[src/rtl/bj_pkg.sv]
// ---------------------------------------------------------------------------
// bj_pkg -- shared types and constants for the Blackjack betting datapath.
//   state_t  : round-level controller states
//   OUT_*    : hand outcome codes delivered by the game FSM
//   BAL_MAX  : saturation ceiling of the default 10-bit balance
// ---------------------------------------------------------------------------
package bj_pkg;

  typedef enum logic [2:0] {
    ST_CLEAR   = 3'd0,
    ST_BETTING = 3'd1,
    ST_LOCKED  = 3'd2,
    ST_SETTLE  = 3'd3,
    ST_BROKE   = 3'd4
  } state_t;

  localparam logic [1:0] OUT_LOSE = 2'b00;
  localparam logic [1:0] OUT_PUSH = 2'b01;
  localparam logic [1:0] OUT_WIN  = 2'b10;
  localparam logic [1:0] OUT_BJ   = 2'b11;

  localparam int         BAL_W_DEFAULT = 10;
  localparam logic [9:0] BAL_MAX       = 10'd1023;

endpackage

[src/rtl/bankroll_ctrl_payout_calc.sv]
// ---------------------------------------------------------------------------
// payout_calc -- combinational settlement of a finished hand.
// Adds the credit for the hand outcome to the (already debited) balance and
// saturates the result at 2^BAL_W - 1.
//   balance_i     : balance after the stake was taken
//   stake_i       : stake committed for this hand
//   outcome_i     : OUT_LOSE / OUT_PUSH / OUT_WIN / OUT_BJ
//   new_balance_o : saturated settled balance
// Build option: BJ_NATURAL_PAYOUT_EN pays a natural blackjack 3:2
// (2*stake + floor(stake/2)); without it a natural is paid as a plain win.
// ---------------------------------------------------------------------------
module payout_calc
  import bj_pkg::*;
#(
  parameter int BAL_W = 10
) (
  input  logic [BAL_W-1:0] balance_i,
  input  logic [BAL_W-1:0] stake_i,
  input  logic [1:0]       outcome_i,
  output logic [BAL_W-1:0] new_balance_o
);

  // Two guard bits: balance + 2.5*stake never exceeds 4x the balance range.
  localparam logic [BAL_W+1:0] SAT = {2'b00, {BAL_W{1'b1}}};

  logic [BAL_W+1:0] stake_x;
  logic [BAL_W+1:0] credit;
  logic [BAL_W+1:0] sum;

  assign stake_x = {2'b00, stake_i};

  always_comb begin
    // NOTE: every signal driven here gets a default first so no path can
    // leave it unassigned, which would infer a latch.
    credit = '0;
    unique case (outcome_i)
      OUT_LOSE: credit = '0;
      OUT_PUSH: credit = stake_x;
      OUT_WIN:  credit = stake_x << 1;
      OUT_BJ: begin
`ifdef BJ_NATURAL_PAYOUT_EN
        credit = (stake_x << 1) + (stake_x >> 1);
`else
        credit = stake_x << 1;
`endif
      end
      default:  credit = '0;
    endcase
  end

  assign sum           = {2'b00, balance_i} + credit;
  assign new_balance_o = (sum > SAT) ? {BAL_W{1'b1}} : sum[BAL_W-1:0];

endmodule

[src/rtl/bankroll_ctrl.sv]
// ---------------------------------------------------------------------------
// bankroll_ctrl -- round-level controller of the Blackjack betting datapath.
// Owns the player balance, locks/refreshes the bet register and settles each
// finished hand into the balance.
//   clk, reset     : clock; synchronous active-high reset (wins over all)
//   deal           : request to lock the current bet and start a hand
//   bet            : current bet register value
//   outcome_valid  : hand-finished strobe; outcome = 00 lose/01 push/10 win/11 bj
//   new_game       : reload the balance after a bust-out
//   balance        : player bankroll
//   bet_lock       : freezes the bet register (low only while BETTING)
//   bet_refresh    : clears the bet register (high only in CLEAR)
//   round_active   : stake committed (LOCKED, SETTLE)
//   settled        : one-cycle pulse after balance takes its settled value
//   game_over      : balance exhausted, waiting for new_game
// Build option: BJ_NATURAL_PAYOUT_EN selects 3:2 natural blackjack payout.
// ---------------------------------------------------------------------------
module bankroll_ctrl
  import bj_pkg::*;
#(
  parameter int               BAL_W        = 10,
  parameter logic [BAL_W-1:0] INIT_BALANCE = BAL_W'(500)
) (
  input  logic             clk,
  input  logic             reset,
  input  logic             deal,
  input  logic [BAL_W-1:0] bet,
  input  logic             outcome_valid,
  input  logic [1:0]       outcome,
  input  logic             new_game,
  output logic [BAL_W-1:0] balance,
  output logic             bet_lock,
  output logic             bet_refresh,
  output logic             round_active,
  output logic             settled,
  output logic             game_over
);

  state_t           state_q, state_d;
  logic [BAL_W-1:0] balance_q, balance_d;
  logic [BAL_W-1:0] stake_q, stake_d;
  logic [1:0]       outcome_q, outcome_d;
  logic             settled_q, settled_d;

  logic             deal_ok;
  logic [BAL_W-1:0] settled_balance;

  // A deal only counts with a non-zero stake the player can cover.
  assign deal_ok = deal && (bet != '0) && (bet <= balance_q);

  payout_calc #(.BAL_W(BAL_W)) u_payout (
    .balance_i     (balance_q),
    .stake_i       (stake_q),
    .outcome_i     (outcome_q),
    .new_balance_o (settled_balance)
  );

  // State register
  always_ff @(posedge clk) begin
    // NOTE: sequential state uses non-blocking assignments so every register
    // samples the pre-edge values regardless of statement order.
    if (reset) state_q <= ST_CLEAR;
    else       state_q <= state_d;
  end

  // Next-state logic
  always_comb begin
    state_d = state_q;
    unique case (state_q)
      ST_CLEAR:   state_d = (balance_q != '0) ? ST_BETTING : ST_BROKE;
      ST_BETTING: if (deal_ok)       state_d = ST_LOCKED;
      ST_LOCKED:  if (outcome_valid) state_d = ST_SETTLE;
      ST_SETTLE:  state_d = ST_CLEAR;
      ST_BROKE:   if (new_game)      state_d = ST_CLEAR;
      default:    state_d = ST_CLEAR;
    endcase
  end

  // Moore outputs
  always_comb begin
    bet_lock     = 1'b1;
    bet_refresh  = 1'b0;
    round_active = 1'b0;
    game_over    = 1'b0;
    unique case (state_q)
      ST_CLEAR:   bet_refresh  = 1'b1;
      ST_BETTING: bet_lock     = 1'b0;
      ST_LOCKED:  round_active = 1'b1;
      ST_SETTLE:  round_active = 1'b1;
      ST_BROKE:   game_over    = 1'b1;
      default:    bet_lock     = 1'b1;
    endcase
  end

  // Balance / stake datapath
  always_comb begin
    balance_d = balance_q;
    stake_d   = stake_q;
    outcome_d = outcome_q;
    settled_d = 1'b0;
    unique case (state_q)
      ST_BETTING: begin
        if (deal_ok) begin
          stake_d   = bet;
          balance_d = balance_q - bet;
        end
      end
      ST_LOCKED: begin
        if (outcome_valid) outcome_d = outcome;
      end
      ST_SETTLE: begin
        balance_d = settled_balance;
        settled_d = 1'b1;
      end
      ST_BROKE: begin
        if (new_game) balance_d = INIT_BALANCE;
      end
      default: ;
    endcase
  end

  always_ff @(posedge clk) begin
    if (reset) begin
      // A hand interrupted by reset forfeits its stake.
      balance_q <= INIT_BALANCE;
      stake_q   <= '0;
      outcome_q <= OUT_LOSE;
      settled_q <= 1'b0;
    end else begin
      balance_q <= balance_d;
      stake_q   <= stake_d;
      outcome_q <= outcome_d;
      settled_q <= settled_d;
    end
  end

  assign balance = balance_q;
  assign settled = settled_q;

endmodule

[config.mk]
export PLATFORM = sky130hd
export DESIGN_NAME = bankroll_ctrl
export DESIGN_NICKNAME = d
export VERILOG_FILES = /design/src/rtl/bj_pkg.sv /design/src/rtl/bankroll_ctrl_payout_calc.sv /design/src/rtl/bankroll_ctrl.sv
export SDC_FILE = /design/constraint.sdc
export NUM_CORES = 1
export LEC_CHECK = 0
export CAP_MARGIN = 25
export CORE_ASPECT_RATIO = 1.5
export CORE_MARGIN = 2
export CORE_UTILIZATION = 60
export CTS_CLUSTER_SIZE = 30
export DETAILED_ROUTE_END_ITERATION = 16
export DONT_BUFFER_PORTS = 1
export HOLD_SLACK_MARGIN = 0.06
export PLACE_DENSITY = 0.76
export SETUP_SLACK_MARGIN = 0.2
export SLEW_MARGIN = 15
export SYNTH_ARGS = -nofsm -noshare
export SYNTH_HDL_FRONTEND = slang
export SYNTH_HIERARCHICAL = 1
export SYNTH_SLANG_ARGS = --single-unit
[constraint.sdc]
create_clock -name clk -period 4.9 [get_ports clk]
set_input_delay 0.735 -clock clk [delete_from_list [all_inputs] [get_ports clk]]
set_output_delay 0.735 -clock clk [all_outputs]
set_load 0.01 [all_outputs]
# After elaboration in Yosys (flattened, before gate mapping)
# Cells that the tools add are included.
# op_classes
reduce_logical	13
n_lt_le_gt_ge	2
addsub	2
n_mux	15
n_eq_ne	10
# op_table
operator	count
case mux 12 bit (3 select lines)	1
2-to-1 mux 10 bit	3
case mux 10 bit (3 select lines)	1
nonzero test 10 bit	2
adder 10 x 12 -> 12 bit	1
greater-than comparator 12 x 10 -> 1 bit (second input constant)	1
2-to-1 mux 3 bit	4
case mux 3 bit (4 select lines)	1
<= comparator 10 bit	1
subtractor 10 bit	1
== test 3 x 2 -> 1 bit (second input constant)	2
!= test 2 bit (second input constant)	3
AND reduction 3 bit	2
2-to-1 mux 1 bit	5
== test 2 bit (second input constant)	2
AND reduction 2 bit	2
OR reduction 2 bit	2
== test 3 x 1 -> 1 bit (second input constant)	1
== test 3 bit (second input constant)	1
zero test 3 bit	1
nonzero test 3 bit	1
== test 2 x 1 -> 1 bit (second input constant)	1
logical AND 1 bit	2
zero test 2 bit	1
# totals
reg_bits	26
input_bits	17
word_cells	47
out_inout_bits	15

# Longest topological paths before layout
# Gate-level depths: netlist of run 1.
# logic_depth
ltp_word	7
ltp_mapped	14
depth_no_buf	12

# By module
# The synthesis of run 1 kept the hierarchy.
# modules_own_cells
mod	seq_area_each_um2	n_inst	cells_per_inst	area_each_um2
bankroll_ctrl	520.5	1	214	1730.4
payout_calc	0.0	1	80	626.9

# Worst setup path before layout of run 1
# Ideal clock, no wire load.
# synth_path
kind	reg2reg
startpoint	reg outcome_q[1]
endpoint	reg balance_q[3], in the netlist balance[3]
path_buffers	2
required_time_ps	4829
path_slack_ps	1757
stages_incl_launch_ff	15
arrival_time_ps	3072
setup_time_ps	71
synth_period_minus_slack_ps	3143
cell_sequence	dfxtp_1 clkbuf_1 nor2b_1 clkbuf_1 and2_1 ha_1 fa_1 a21o_1 a221oi_2 o211ai_1 mux2_4 nand2_1 o22ai_1 a211o_1 a21oi_1
# synth_between
elab_chain_cells	7
word_cells_on_any_way	10
classes_between	add/sub (1); order compare (1); eq/ne (3); mux (3); reduce/logical (2)
# synth_lines
element	line_no	rtl
start, declared	bankroll_ctrl.sv:42	logic [1:0] outcome_q, outcome_d;
start signal, assigned	bankroll_ctrl.sv:132	outcome_q <= outcome_d;
== test 2 bit	bankroll_ctrl_payout_calc.sv:36	unique case (outcome_i)
OR reduction 2 bit (no source line)	--	
case mux 12 bit (3 select lines) *	bankroll_ctrl_payout_calc.sv:36	
adder 10 x 12 -> 12 bit *	bankroll_ctrl_payout_calc.sv:51	assign sum = {2'b00, balance_i} + credit;
greater-than comparator 12 x 10 -> 1 bit	bankroll_ctrl_payout_calc.sv:52	assign new_balance_o = (sum > SAT) ? {BAL_W{1'b1}} : sum[BAL_W-1:0];
2-to-1 mux 10 bit *	bankroll_ctrl_payout_calc.sv:52	
named net settled_balance[3]	bankroll_ctrl.sv:46	logic [BAL_W-1:0] settled_balance;
case mux 10 bit (3 select lines) *	bankroll_ctrl.sv:101	unique case (state_q)
end signal, assigned	bankroll_ctrl.sv:130	balance_q <= balance_d;
end, declared	bankroll_ctrl.sv:40	logic [BAL_W-1:0] balance_q, balance_d;
# The timed path passes the listed nets; every way through them passes the cells marked *. The select of a mux whose other input is x is not followed.
# A chain may end at the register's enable or synchronous reset.

# Worst setup path after layout of run 1
# layout_path
startpoint	reg outcome_q[1]
endpoint	reg balance_q[8], in the netlist balance[8]
# The elaborated chain is that of the path after synthesis.

==> impl_metrics.csv, run 1 <==
group,metric,value,unit
critical_path,crit_slowest_cell,"nor2b_1",
routing,viasPerCell,6.71,
clocking,cts.path.max_buffers,2,
grt,grt_pass1_vias,2064,
clocking,cts_root_buf,"clkbuf_8",
grt,grt-ovfl-total,0,
routing,drt_first_iter_violations,98,
critical_path,arrival,3.53,ns
finish,syn_to_final_growth,1.75,%
finish,layout.area.seq,520,um2
critical_path,crit_chain,"nor2b_1 -> a22o_1 -> ha_1 -> a211o_1 -> a2111o_1 -> a21boi_1 -> mux2_4 -> nand3_1 -> a211oi_1 -> o311ai_0 -> o31a_1",
finish,finalNonFillerCells,329,
finish,multi_input_area,1710,um2
timing,setup-tns-final,0,ns
synth,synth_edf_count,0,
critical_path,critical_path.max_fanout,12,
clocking,htree_levels,1,
clocking,numCtsBuffers,3,
timing,period_needed,3.36,ns
routing,wl_per_cell,19.6,um
floorplan,start_util,63.4,%
placed_design,numPlacedInstances,326,
synth,yosys_most_used_dff,"dfxtp_1",
floorplan,core_area,3720,um2
critical_path,worstSetupStartpointType,"flip-flop",
pwr,ir_drop,0.000173,V
timing,tightest_slew,0.822,ns
critical_path,cpPeakStageDelay,0.58,ns
critical_path,crit_buf_inv,0,
synth,syn_inst,294,
synth,synth_cell_types,58,
min_path,hp-start,"reset",
floorplan,fp-row-count,27,
placed_design,hpwl,5.01,mm
grt,grt_first_pass_wirelength,9.72,mm
synth,yosys_warnings,6,
clocking,cts_hold_buffers,0,
floorplan,dieHeight,80.8,um
timing,slew_headroom,44.4,%
pwr,p_per_area,279,nW/um2
critical_path,cp.required,5.07,ns
critical_path,worstSetupPathType,"reg2reg",
routing,wl,6.45,mm
timing,clock_skew,0.00322,ns
critical_path,r2r_start,"outcome_q[1]",
floorplan,dieArea,4460,um2
timing,rsz0062_at_grt,"no",
clocking,clk_pin_slew,0.09,ns
placed_design,port_buffers,0,
grt,grt_antenna_before_repair,0,
timing,slew_violations,0,
timing,post-route-period-util,68.5,%
critical_path,cpLargestDelayFamily,"compound AO/OA/AOI/OAI gates",
clocking,clk_latency,0.28,ns
finish,final_net_count,327,
placed_design,place_congestion,0.938,
critical_path,crit_start,"outcome_q[1]",
critical_path,cp-end-kind,"flip-flop",
finish,diodes,0,
synth,yosys_register_bits,26,
outcome,status,"finished, final reports clean",
clocking,cts_resized,0,
timing,report.final.hold_viol_count,0,
routing,antenna_left,0,
clocking,clkSinkCount,26,
min_path,hold_path.class,"in2reg",
routing,firstDrtPassIters,4,
clocking,cts_tree,"built",
run,drv_cap,0,
routing,vias,2207,
finish,num-fill-cells,338,
synth,syn-cell-area,2360,um2
synth,synthArstFlopShare,0,%
clocking,post_cts_buffers,0,
grt,grt_max_degree,28,
synth,synth_area_per_cell,8.02,um2
synth,ys_seq_area_share,22.1,%
timing,fmax,0.298,GHz
timing,setup_viol,0,
synth,syn_nets,333,
grt,grt_usage,30.4,%
floorplan,die_width,55.2,um
routing,remaining_drc_errors,0,
pwr,p_leak,1.11,nW
floorplan,ios,32,
finish,drive_gt1_share,5.59,%
worst reg2reg max path, stage by stage, from the launching register on:
cell      delay, ns
dfxtp_1        0.43
nor2b_1        0.58
a22o_1         0.28
ha_1           0.26
a211o_1        0.29
a2111o_1       0.45
a21boi_1       0.14
mux2_4         0.23
nand3_1        0.09
a211oi_1       0.21
o311ai_0       0.17
o31a_1         0.14
registers in the layout (all words and copies together) (netlist names):
register	count
balance	10
outcome_q	2
settled	1
stake_q	10
state_q	3
final cells by class:
type                            count  area share [%]
Multi-Input combinational cell    238            71.2
Sequential cell                    26            21.7
Inverter                           18            2.82
Tap cell                           43            2.24
Clock buffer                        3            1.72
Timing Repair Buffer                1           0.313
path summary, 6_finish.rpt:
check	slack, ns	depth (start not counted)	end
max	1.54	11	balance[8]
min	0.52	1	stake_q[2]
max reg2reg	1.54	11	balance[8]
min reg2reg	0.52	2	outcome_q[0]
per-stage QoR:
| step | setup WS [ns] | total power [W] | cell area, um2 | util, % | hold slack [ns] |
|---|---|---|---|---|---|
| floorplan | 1.76 | 0.000490 | 2360 | - | 0.452 |
| global placement | 1.75 | 0.000537 | 2360 | 63.4 | 0.487 |
| detailed placement | 1.63 | 0.000542 | 2360 | 63.4 | 0.506 |
| CTS | 1.62 | 0.000666 | 2400 | 64.5 | 0.514 |
| global route | 1.35 | 0.000710 | 2400 | 64.5 | 0.504 |
| finish | 1.54 | 0.000669 | 2400 | 64.5 | 0.515 |
routing by layer:
| metal | vias up | track usage, % | routed length (um) |
|---|---|---|---|
| met5 | - | 0 | 0 |
| met4 | 0 | 11.2 | 126 |
| met3 | 11 | 2.76 | 406 |
| met2 | 71 | 53.7 | 3370 |
| met1 | 1044 | 36.7 | 2550 |
| li1 | 1081 | - | - |
synth_stat cells (all sizes together), types with 8 or more instances:
library cell	number	area [um2]
a22o	9	78.8
mux2i	14	140
nor2b	8	50.1
a21oi	15	78.8
nor3	8	45.0
o21ai	21	105
clkbuf	9	35.0
nor2	30	113
ha	20	250
nand2	23	86.3
dfxtp	26	521
inv	18	67.6
logic make-up (layout without fill, tap and decap cells):
logic type	count (synthesis)	after routing	synth area share, %
AO/OA/AOI/OAI	95	95	29.8
XOR/XNOR	9	9	3.34
adder cells (fa/ha/maj)	22	22	12.3
buffers and inverters	30	22	5.47
flip-flops	26	26	22.1
multiplexers	15	15	6.58
AND/OR/NAND/NOR	97	97	20.4
cell usage in the layout, fill, tap and decap left out, types with 2 or more instances in the layout:
master,count
o31a_1,2
a31oi_1,5
o31ai_2,2
o211a_1,2
nand2_1,23
dfxtp_1,26
or3b_2,2
o31ai_1,3
o21a_1,5
nand4_1,2
o311ai_0,2
mux2i_1,14
nor4_1,4
ha_1,20
o21ai_1,3
a21oi_1,14
xnor2_1,4
nand2b_1,4
and3_1,5
nor2_1,30
a211oi_1,2
a22o_1,9
a211o_1,2
nor3_1,7
nand3b_1,2
nor2b_1,8
o21ai_0,18
clkbuf_8,3
a41oi_1,2
o22ai_1,3
xor2_1,5
o211ai_1,3
nand3_1,4
fa_1,2
o2111ai_1,2
inv_1,18
a21o_1,5
power by group:
part           internal, W  switching [W]  total [W]  leakage, nW
Clock            0.0000553      0.0000712   0.000127       0.0216
Sequential        0.000232      0.0000423   0.000274        0.212
Combinational     0.000114       0.000154   0.000268        0.878
No activity file was read; power rests on OpenSTA's default activity.
==> run 2, diff against run 1 <==
Clock period 4.9 ns to 3.35 ns, I/O delays scaled along.
==> run 2 against run 1 <==
Effect of this change: clock skew down 0.00090 ns; die area unchanged; sequential power up 46%; register-to-register slack worse by 1.2 ns; critical path type unchanged; combinational power increased by 49%; total power grew 52%; largest cell class unchanged.
==> impl_metrics.csv, run 2 (same netlist as run 1, synthesis figures left out) <==
group,metric,value,unit
outcome,status,"finished, final reports clean",
pwr,p_per_area,415,nW/um2
critical_path,critical_path.max_fanout,10,
clocking,post_cts_buffers,0,
pwr,power.internal,0.000615,W
critical_path,crit_chain,"nor2b_2 -> a22o_1 -> ha_1 -> a211o_1 -> a2111o_1 -> a21boi_1 -> mux2_4 -> nand3_1 -> a211oi_2 -> o311ai_0 -> o31a_1",
timing,period_needed,3.01,ns
pwr,seqPwrFrac,39.4,%
critical_path,cp.required,3.53,ns
routing,antenna_left,0,
finish,final_net_count,330,
critical_path,crit_slowest_cell,"a2111o_1",
grt,grt_max_degree,28,
timing,slew_violations,0,
clocking,clk_latency,0.27,ns
finish,diodes,0,
routing,vias,2252,
finish,drive_gt1_share,7.93,%
critical_path,reg2reg_slack,0.34,ns
critical_path,r2r-end,"balance[8]",
timing,tightest_slew,0.773,ns
timing,slew_headroom,47.7,%
critical_path,cp-end-kind,"flip-flop",
critical_path,r2r_cells,11,
routing,firstDrtPassIters,4,
routing,remaining_drc_errors,0,
clocking,cts_root_buf,"clkbuf_8",
timing,setup-tns-final,0,ns
floorplan,fp-row-count,27,
routing,viasPerCell,6.76,
grt,grt-ovfl-total,0,
pwr,pwr-share-clk,21.2,%
clocking,clk_pin_slew,0.10,ns
pwr,p_sw_share,39.4,%
clocking,cts_tree,"built",
timing,rsz0062_at_grt,"yes",
grt,grt_antenna_before_repair,0,
min_path,hold_path_end,"stake_q[0]",
timing,clock_skew,0.00232,ns
clocking,numCtsBuffers,3,
floorplan,dieArea,4460,um2
placed_design,post_dp_cell_area,2380,um2
run,drv_cap,0,
finish,finalInstanceArea,2440,um2
pwr,p_leak,1.13,nW
critical_path,arrival,3.18,ns
clocking,htree_levels,1,
pwr,comb_power_share,39.4,%
critical_path,worstSetupPathType,"reg2reg",
floorplan,ios,32,
timing,post-route-period-util,89.7,%
grt,grt_pass1_vias,2239,
routing,wl,6.40,mm
floorplan,core_area,3720,um2
timing,fmax,0.333,GHz
pwr,switchingPower,0.000400,W
critical_path,cpPeakStageDelay,0.45,ns
grt,grt_usage,31.7,%
critical_path,worstSetupStartpointType,"flip-flop",
placed_design,hpwl,4.94,mm
timing,setup_viol,0,
clocking,clkSinkCount,26,
routing,drt_first_iter_violations,117,
grt,grt_first_pass_wirelength,10.4,mm
routing,wl_per_cell,19.2,um
floorplan,die_width,55.2,um
floorplan,start_util,63.4,%
finish,final_cell_mix,"nor2_1, dfxtp_1, nand2_1",
placed_design,place_congestion,0.938,
min_path,min_path_cells,1,
placed_design,port_buffers,0,
critical_path,r2r_start,"outcome_q[0]",
finish,final_common_cell,"nor2_1",
floorplan,dieHeight,80.8,um
min_path,hold_path.class,"in2reg",
clocking,cts.path.max_buffers,2,
pwr,ir_drop,0.000289,V
finish,syn_to_final_growth,3.72,%
min_path,hp-start,"reset",
timing,report.final.hold_viol_count,0,
-- run 2: worst max-delay path: cells and delay by family, from the launching register on --
kind            cells  cell delay (ns)
fa+ha+maj           1             0.25
compound gates      7             1.64
flops               1             0.34
mux                 1             0.23
simple gates        2             0.43
-- run 2: per-layer routing --
layer	vias to the layer above	global-route usage [%]	routed length (um)	share of wire [%]
met4	0	13.2	238	3.7
met5	-	0	0	0
met1	1057	37.7	2500	39
met2	88	55.2	3250	51
li1	1085	-	-	-
met3	22	3.86	414	6.5
-- run 2: timing repair --
item	in CTS	in global routing
setup endpoints to repair	1	2
gates cloned	0	0
pin swaps	0	1
gates resized for setup	1	2
hold buffers	0	0
-- run 2: how the worst max path moves through the flow --
stage / startpoint / end / slack (ns) / cells past startpoint
3_5_place_dp: outcome_q[0] / balance[8] / 0.27 / 11
3_3_place_gp: outcome_q[0] / balance[8] / 0.40 / 11
2_1_floorplan: outcome_q[1] / balance[3] / 0.21 / 14
6_report: outcome_q[0] / balance[8] / 0.34 / 11
4_1_cts: outcome_q[0] / balance[8] / 0.29 / 12
5_1_grt: outcome_q[0] / balance[8] / 0.19 / 11
-- run 2: metrics by stage --
stage	hold WS (ns)	std cells	setup slack [ns]	utilization [%]	total power, W
floorplan	0.452	294	0.207	-	0.000717
global placement	0.468	329	0.400	64.0	0.000788
detailed placement	0.494	329	0.274	64.0	0.000797
CTS	0.282	333	0.291	65.6	0.00101
global route	0.272	333	0.195	65.8	0.00108
finish	0.286	333	0.344	65.8	0.00101
-- run 2: power by group through the flow --
| stage | combinational [W] | clock, W | sequential [W] |
|---|---|---|---|
| after floorplan | 0.000334 | 0 | 0.000383 |
| after global placement | 0.000382 | 0 | 0.000406 |
| after detailed placement | 0.000390 | 0 | 0.000407 |
| after CTS | 0.000393 | 0.000217 | 0.000400 |
| after global routing | 0.000445 | 0.000229 | 0.000405 |
| final | 0.000400 | 0.000215 | 0.000400 |
-- run 2: layout make-up --
class,count,area (um2)
multi-input combinational,238,1720
timing repair buffer,4,30.0
fill,357,1270
sequential,26,520
tap,43,53.8
inverter,18,67.6
clock buffer,4,55.1
==> run 3, diff against run 2 <==
Settings changed: CORE_UTILIZATION 60 to 64, PLACE_DENSITY 0.76 to 0.8, SYNTH_HIERARCHICAL 1 to not set.
==> run 3 against run 2 <==
Effect of this change: first-iteration DRC count decreased by 46%; clock skew about the same; count of clock-buffer cells in the layout unchanged; global-route usage decreased by 1.5 points; fmax increased by 1.6%; synthesized cell count decreased by 4.8%; wire length decreased by 12%; critical path type unchanged; largest cell class unchanged.
==> impl_metrics.csv, run 3 <==
group,metric,value,unit
routing,wl,5.66,mm
finish,drive_gt1_share,7.19,%
floorplan,dieArea,3960,um2
synth,syn_nets,319,
grt,grt_usage,30.2,%
pwr,p_per_area,360,nW/um2
placed_design,post_dp_cell_area,2240,um2
finish,final_common_cell,"nor2_1",
floorplan,ios,32,
grt,grt-ovfl-total,0,
timing,slew_headroom,57.8,%
synth,synth.most_common_cell,"nor2_1",
timing,clock_skew,0.00206,ns
synth,netlist_top_cells_area,"dfxtp_1, ha_1, nor2_1",
synth,yosys_register_bits,26,
critical_path,worstSetupPathType,"reg2reg",
clocking,cts.path.max_buffers,2,
grt,grt_max_degree,28,
synth,synth_cell_types,49,
critical_path,r2r_start,"balance[1]",
finish,diodes,0,
min_path,min_path_cells,1,
synth,yosys_warnings,0,
critical_path,critical_path.max_fanout,10,
critical_path,r2r_cells,9,
critical_path,arrival,3.13,ns
run,drv_cap,0,
synth,yosysTopAreaCell,"dfxtp_1",
grt,grt_pass1_vias,1855,
min_path,hold_path.class,"in2reg",
routing,vias,2007,
clocking,cts_resized,0,
routing,remaining_drc_errors,0,
critical_path,worstSetupStartpointType,"flip-flop",
floorplan,fp-row-count,26,
routing,wl_per_cell,17.7,um
routing,antenna_left,0,
outcome,status,"finished, final reports clean",
clocking,cts_tree,"built",
clocking,htree_levels,1,
min_path,hp-start,"reset",
finish,syn_to_final_growth,3.78,%
finish,finalInstanceArea,2300,um2
clocking,clk_latency,0.28,ns
synth,yosys.area.top_type_share,23.5,%
clocking,clkSinkCount,26,
placed_design,port_buffers,0,
pwr,ir_drop,0.000240,V
critical_path,cp-end-kind,"flip-flop",
synth,synth_area_per_cell,7.92,um2
routing,drt_first_iter_violations,63,
floorplan,die_width,52.1,um
placed_design,place_congestion,0.953,
routing,firstDrtPassIters,5,
synth,yosys-top-cells-count,"nor2_1, dfxtp_1, nand2_1, ha_1, inv_1",
critical_path,cp.required,3.53,ns
synth,syn_inst,280,
timing,period_needed,2.96,ns
clocking,post_cts_buffers,0,
grt,grt_first_pass_wirelength,8.96,mm
floorplan,dieHeight,76.1,um
finish,final_net_count,318,
timing,report.final.hold_viol_count,0,
floorplan,core_area,3350,um2
floorplan,start_util,66.2,%
clocking,clk_pin_slew,0.09,ns
synth,yosys_most_used_dff,"dfxtp_1",
timing,post-route-period-util,88.3,%
clocking,cts_hold_buffers,0,
grt,grt_antenna_before_repair,0,
critical_path,reg2reg_slack,0.39,ns
synth,ys_seq_area_share,23.5,%
pwr,p_leak,1.00,nW
timing,rsz0062_at_grt,"no",
clocking,numCtsBuffers,3,
timing,tightest_slew,0.633,ns
timing,fmax,0.338,GHz
finish,final_cell_mix,"nor2_1, dfxtp_1, nand2_1",
timing,setup-tns-final,0,ns
min_path,hold_path_end,"outcome_q[1]",
synth,synth_edf_count,0,
synth,syn-cell-area,2220,um2
critical_path,r2r-end,"stake_q[1]",
timing,setup_viol,0,
synth,synthArstFlopShare,0,%
clocking,cts_root_buf,"clkbuf_8",
routing,viasPerCell,6.27,
placed_design,hpwl,4.38,mm
timing,slew_violations,0,
finish,num-fill-cells,299,
-- run 3: cell types whose count changed in the layout (fill, tap and decap cells not counted), moves of 3 or more --
cell	previous run	this run
a211o_1	2	6
a211oi_1	1	11
a21oi_1	14	17
a22o_1	9	4
a31oi_1	5	1
and3_1	5	0
nor2_1	30	37
nor2b_1	7	4
o21ai_0	18	13
xnor2_1	4	7
-- run 3: power by group --
group / switching, W / total, W / internal, W / leakage [nW]
Sequential: 0.0000400 / 0.000368 / 0.000328 / 0.212
Clock: 0.000102 / 0.000207 / 0.000105 / 0.0288
Combinational: 0.000143 / 0.000251 / 0.000109 / 0.760
-- run 3: cell type report --
type / instances / area (um2) / area share, %
flip-flops and latches: 26 / 522 / 22.7
repair buffers: 5 / 37.5 / 1.63
multi-input cells: 223 / 1560 / 67.8
well taps: 42 / 52.6 / 2.28
clock buffers: 4 / 55.1 / 2.39
inverters: 20 / 75.1 / 3.26
-- run 3: metal layers --
layer	share of wire, %	wire length [um]	track usage [%]	vias up
met1	40	2260	35.7	927
met2	51	2910	52.2	63
li1	-	-	-	1004
met4	2.9	164	13.7	0
met3	5.8	327	3.73	13
met5	0	0	0	-
-- run 3: cells by family after synthesis --
family | after synthesis | synth area share (%)
buffers and inverters | 31 | 6.32
AO/OA/AOI/OAI | 78 | 25.8
AND/OR/NAND/NOR | 97 | 20.3
adder cells (fa/ha/maj) | 22 | 13.1
XOR/XNOR | 13 | 5.14
flip-flops | 26 | 23.5
multiplexers | 13 | 5.87
-- run 3: worst max-delay path, cell delays in order (launching register included) --
cell	delay, ns
dfxtp_1	0.55
inv_1	0.15
fa_1	0.43
nand2b_1	0.20
a21oi_1	0.24
o21ai_0	0.18
a21oi_2	0.29
or2b_1	0.51
mux2i_1	0.24
nor2_1	0.06
-- run 3: worst max-delay path by stage --
stage	from	slack (ns)	cells past startpoint	to
floorplan	outcome_q[1]	0.59	12	balance[2]
global placement	outcome_q[1]	0.38	10	balance[2]
detailed placement	outcome_q[1]	0.34	10	balance[8]
CTS	outcome_q[1]	0.31	10	balance[8]
global route	balance[1]	0.23	9	stake_q[3]
finish	balance[1]	0.39	9	stake_q[1]
-- run 3: metrics by stage --
stage / std cells / power [W] / worst slack (ns) / utilization [%] / hold slack, ns
final: 320 / 0.000827 / 0.393 / 68.7 / 0.281
after global routing: 320 / 0.000870 / 0.230 / 68.7 / 0.275
after CTS: 320 / 0.000825 / 0.313 / 68.6 / 0.285
after detailed placement: 316 / 0.000624 / 0.344 / 66.9 / 0.485
after global placement: 316 / 0.000616 / 0.383 / 66.9 / 0.477
after floorplan: 280 / 0.000569 / 0.593 / - / 0.487
